--- config.mk ---
export PLATFORM = sky130hd
export DESIGN_NAME = ex_mem_pipe
export DESIGN_NICKNAME = d
export VERILOG_FILES = /design/src/rtl/ex_mem_pipe.sv
export SDC_FILE = /design/constraint.sdc
export NUM_CORES = 1
export LEC_CHECK = 0
export ABC_AREA = 0
export BUFFER_PORTS_ARGS = -buffer_cell sky130_fd_sc_hd__buf_2
export CAP_MARGIN = 40
export CORE_MARGIN = 3
export CORE_UTILIZATION = 32
export DETAILED_ROUTE_END_ITERATION = 16
export PLACE_DENSITY = 0.68
export SLEW_MARGIN = 20
export SYNTH_ARGS = -nofsm -noshare
export SYNTH_HDL_FRONTEND = slang
export SYNTH_SLANG_ARGS = --single-unit
--- constraint.sdc ---
create_clock -name clk -period 2.2 [get_ports clk]
set_input_delay 0.33 -clock clk [delete_from_list [all_inputs] [get_ports clk]]
set_output_delay 0.33 -clock clk [all_outputs]
set_load 0.005 [all_outputs]
--- src/rtl/ex_mem_pipe.sv ---
// ex_mem_pipe: EX/MEM pipeline stage with a valid/ready handshake, flush and a
// saturating back-pressure counter.
// Optional skid entry: define EX_MEM_SKID_EN. With it, in_ready_o comes
// straight from a flop. Without it, in_ready_o is a single-register
// combinational ready.
// The NOP encodings match define.v: opcode_nop = addi (0010011),
// funct3_nop = 000, funct7_nop = 0000000.
module ex_mem_pipe #(
  parameter int unsigned XLEN = 32,
  parameter int unsigned REGW = 5,
  parameter int unsigned CNTW = 16
) (
  input  logic            clk,
  input  logic            rst_n,
  input  logic            flush_i,
  input  logic            in_valid_i,
  output logic            in_ready_o,
  input  logic [XLEN-1:0] alu_out_i,
  input  logic            br_taken_i,
  input  logic [6:0]      opcode_i,
  input  logic [2:0]      funct3_i,
  input  logic [6:0]      funct7_i,
  input  logic [REGW-1:0] rd_i,
  input  logic [XLEN-1:0] rs2_data_i,
  output logic            out_valid_o,
  input  logic            out_ready_i,
  output logic [XLEN-1:0] alu_out_o,
  output logic            br_taken_o,
  output logic [6:0]      opcode_o,
  output logic [2:0]      funct3_o,
  output logic [6:0]      funct7_o,
  output logic [REGW-1:0] rd_o,
  output logic [XLEN-1:0] rs2_data_o,
  output logic [CNTW-1:0] stall_cnt_o
);

  localparam logic [6:0] OPCODE_NOP = 7'b0010011;
  localparam logic [2:0] FUNCT3_NOP = 3'b000;
  localparam logic [6:0] FUNCT7_NOP = 7'b0000000;

  typedef struct packed {
    logic [XLEN-1:0] alu;
    logic            br;
    logic [6:0]      opcode;
    logic [2:0]      funct3;
    logic [6:0]      funct7;
    logic [REGW-1:0] rd;
    logic [XLEN-1:0] rs2;
  } pay_t;

  localparam pay_t NOP_PAY = '{alu: '0, br: 1'b0, opcode: OPCODE_NOP,
                               funct3: FUNCT3_NOP, funct7: FUNCT7_NOP,
                               rd: '0, rs2: '0};

  pay_t            in_pay;
  pay_t            main_q;
  logic            main_v;
  logic            in_fire;
  logic [CNTW-1:0] cnt_q;

  assign in_pay = '{alu: alu_out_i, br: br_taken_i, opcode: opcode_i,
                    funct3: funct3_i, funct7: funct7_i, rd: rd_i,
                    rs2: rs2_data_i};

  assign in_fire = in_valid_i && in_ready_o;

`ifdef EX_MEM_SKID_EN
  logic skid_v;
  pay_t skid_q;

  // Ready comes from the skid flag only, so there is no path from out_ready_i.
  assign in_ready_o = !skid_v;

  // Two-entry FIFO. Main is the head. Skid only fills while main is held.
  always_ff @(posedge clk or negedge rst_n) begin
    if (!rst_n) begin
      main_v <= 1'b0;
      main_q <= NOP_PAY;
      skid_v <= 1'b0;
      skid_q <= NOP_PAY;
    end else if (flush_i) begin
      main_v <= 1'b0;
      main_q <= NOP_PAY;
      skid_v <= 1'b0;
      skid_q <= NOP_PAY;
    end else if (!main_v || out_ready_i) begin
      // Main is empty or draining. Refill it from skid first, then from input.
      if (skid_v) begin
        main_v <= 1'b1;
        main_q <= skid_q;
        skid_v <= in_fire;
        skid_q <= in_fire ? in_pay : NOP_PAY;
      end else if (in_fire) begin
        main_v <= 1'b1;
        main_q <= in_pay;
      end else begin
        main_v <= 1'b0;
        main_q <= NOP_PAY;
      end
    end else if (in_fire) begin
      skid_v <= 1'b1;
      skid_q <= in_pay;
    end
  end
`else
  // Single register. Ready is combinational from out_ready_i.
  assign in_ready_o = !main_v || out_ready_i;

  // Load on transfer in, empty to NOP on a transfer out with nothing behind it.
  always_ff @(posedge clk or negedge rst_n) begin
    if (!rst_n) begin
      main_v <= 1'b0;
      main_q <= NOP_PAY;
    end else if (flush_i) begin
      main_v <= 1'b0;
      main_q <= NOP_PAY;
    end else if (in_fire) begin
      main_v <= 1'b1;
      main_q <= in_pay;
    end else if (main_v && out_ready_i) begin
      main_v <= 1'b0;
      main_q <= NOP_PAY;
    end
  end
`endif

  // Saturating count of stalled cycles. Only reset clears it.
  always_ff @(posedge clk or negedge rst_n) begin
    if (!rst_n) begin
      cnt_q <= '0;
    end else if (main_v && !out_ready_i && (cnt_q != '1)) begin
      cnt_q <= cnt_q + 1'b1;
    end
  end

  assign out_valid_o = main_v;
  assign alu_out_o   = main_q.alu;
  assign br_taken_o  = main_q.br;
  assign opcode_o    = main_q.opcode;
  assign funct3_o    = main_q.funct3;
  assign funct7_o    = main_q.funct7;
  assign rd_o        = main_q.rd;
  assign rs2_data_o  = main_q.rs2;
  assign stall_cnt_o = cnt_q;

endmodule

==> metrics.cfg <==
[outcome]
status = completed

[layout]
multi_input_area_mm2 = 0.00125
drive_gt1_share_pct = 50.1
fin_util_pct = 46.3
n_antenna_cell = 0
regArea_mm2 = 0.00261
stdcell_count = 637
syn_to_final_growth_pct = 37.7
nFillCells = 1087
fin_nets = 561

[synthesis]
synthCells = 273
synthTopCellsByArea = dfrtp_1 64%, a22o_1 19%, xor2_1 2.7%
yosysMostFrequentCell = dfrtp_1
syn-num-nets = 366
synth.distinct_cells = 34
yosys_warnings = 0
synth_top_area_cell = dfrtp_1
yosysTopAreaCellShare_pct = 63.9
synth_edf_count = 0
synthFlopType = dfrtp_1
synth.cell_area_mm2 = 0.00396
synth_area_per_cell_um2 = 14.5
async_flop_share_pct = 100
synth_seq_cells = 104
ys_seq_area_share_pct = 65.9
yosys-top-cells-count = 101 x dfrtp_1, 84 x a22o_1, 14 x buf_2

[clock_tree]
clk_latency_ns = 0.33
h-tree-depth = 3
cts.sinks = 104
numCtsBuffers = 9
clockBufferDepth = 2
cts_tree = yes
cts_resized = 0
cts-root-buf = clkbuf_16
path_clk_slew_ns = 0.07

[timing]
drv_slew = 0
grt_setup_unrepaired = no
setup_slack_ns = 0.343
period_share_pct = 84.4
fin_worst_skew_ns = 0.00546
finalSetupTns_ns = 0
worstMarginPinSlew_ns = 0.545
fin_crit_ns = 1.86
max_freq_ghz = 0.539
finalSetupViolations = 0
max-slew-margin-rel_pct = 63.7
hold_viol = 0

[worst_setup_path]
critical_path.startpoint_type = flop
crit_path_cell_trace = ha_1 > nand3_2 > or2_1 > nor3_1 > mux2_2
end_kind = flop
cpPeakStageDelay_ns = 0.41
worst-setup-path-type = flop to flop
cp.arrival_ns = 2.07
cp_slowest_cell = dfrtp_1
r2r_cells = 5
cp.required_ns = 2.41
worstPathMaxFanout = 6

[die]
io-pin-count = 197
dieHeight_um = 117
rows = 39
start_util_pct = 33.6
die_x_um = 117
core_mm2 = 0.0118
dieArea_mm2 = 0.0137

[routing]
drc_errors = 0
drtAntennaViolNets = 0
avgViaCountPerCell = 4.82
postRouteWirelength_um = 10200
vias = 3068
wl_per_cell_um = 15.9
dr.pass1.iters = 4
drt_iter0_markers = 139

[placed_design]
numPortBuffers = 196
place_congestion = 0.809
placed_cells = 620
dp_hpwl_um = 7360
place_ws_ns = 0.403

[power_and_ir_drop]
switchingPower_w = 0.00113
ir_worst_vdd_uv = 360
p_clk_share_pct = 35.4
combPwrFrac_pct = 14.1
p_leak_nw = 3.02
finalPower_w = 0.00432
swShare_pct = 26.2
power_frac_seq_pct = 50.5
power.internal_w = 0.00319
power_density_mw_per_mm2 = 794

[hold_path]
hp-class = primary input to flop
whs_path_depth = 2

[global_routing]
grt_antenna_before_repair = 0
overflow = 0
first_global_vias = 3047
grt_pass1_wl_um = 15500
grt_use_total_pct = 14.5
grt_max_degree = 59

[run]
maxCapViolCount = 0

## layout by cell type, fill, tap and decap left out, types with 2 or more instances in the layout
cell	count
buf_2	195
dfrtp_1	101
a22o_1	84
xor2_1	12
clkbuf_16	9
nor3_1	7
nor2_1	6
nand2_1	4
buf_4	4
o22a_1	3
nand4_2	3
nand4_1	3
nand3_1	3
clkinv_4	3
dfstp_2	3
buf_12	3
nor4_2	2
inv_1	2
nor4_1	2
mux2_2	2
clkbuf_8	2
## path summary, 6_finish.rpt
kind / startpoint / end / slack, ns
min in group asynchronous: rst_n / alu_out_o[15]$_DFFE_PN0P_ / 0.49
worst max-delay path: stall_cnt_o[0]$_DFFE_PN0P_ / stall_cnt_o[12]$_DFFE_PN0P_ / 0.34
worst min register to register: rs2_data_o[25]$_DFFE_PN0P_ / rs2_data_o[25]$_DFFE_PN0P_ / 0.50
worst max register to register: stall_cnt_o[0]$_DFFE_PN0P_ / stall_cnt_o[12]$_DFFE_PN0P_ / 0.34
max in group asynchronous: rst_n / opcode_o[0]$_DFFE_PN1P_ / 1.09
worst min-delay path: alu_out_i[3] / alu_out_o[3]$_DFFE_PN0P_ / 0.20
## critical path: cells and delay by family (launching register included)
family	cells	cell delay, ns
AND/OR/NAND/NOR	3	0.71
flip-flops	1	0.41
adder cells (fa/ha/maj)	1	0.25
multiplexers	1	0.37
## power by group through the flow
stage | sequential (W) | clock [W] | combinational [W]
final | 0.00218 | 0.00153 | 0.000608
after global routing | 0.00220 | 0.00168 | 0.000674
after CTS | 0.00218 | 0.00159 | 0.000621
after detailed placement | 0.00222 | 0 | 0.000616
after global placement | 0.00221 | 0 | 0.000602
after floorplan | 0.00222 | 0 | 0.000248
## sequential cells by signal, summed over array words and instances (netlist names)
register and flops:
opcode_o 7, br_taken_o 1, rs2_data_o 32, funct3_o 3, funct7_o 7, rd_o 5, out_valid_o 1, alu_out_o 32
stall_cnt_o 16
## metal layers
layer  GRT usage (%)  vias up  share of wire [%]
met1            19.2     1493                 44
li1                -     1441                  -
met4            6.12        0                1.8
met2            22.7      122                 48
met3            3.44       12                6.6
met5               0        -                  0
## layout make-up
| type | count | share of cell area (%) |
|---|---|---|
| Multi-Input combinational cell | 147 | 23.0 |
| Timing Repair Buffer | 203 | 19.8 |
| Clock buffer | 11 | 4.64 |
| Tap cell | 164 | 3.77 |
| Sequential cell | 104 | 47.9 |
| Clock inverter | 5 | 0.735 |
| Inverter | 3 | 0.207 |
## cell families (layout without fill, tap and decap cells)
family / Yosys count / after routing / share of synthesized area, %
buffers and inverters: 22 / 222 / 2.72
multiplexers: 3 / 3 / 0.854
XOR/XNOR: 13 / 13 / 2.88
adder cells (fa/ha/maj): 1 / 1 / 0.316
AO/OA/AOI/OAI: 90 / 90 / 20.6
AND/OR/NAND/NOR: 40 / 40 / 6.77
flip-flops: 104 / 104 / 65.9
## timing repair
item                                   4_1_cts  5_1_grt
buffers inserted                             0        0
endpoints found under the hold margin       30        0
hold buffers                                 1        0
setup endpoints to repair                    0        0
## metrics by stage
stage / hold slack (ns) / area, µm²
finish: 0.204 / 5450
global route: 0.188 / 5450
floorplan: 0.0344 / 3960
detailed placement: 0.302 / 5140
CTS: 0.188 / 5450
global placement: 0.297 / 5140
(Power assumes the default switching activity.)
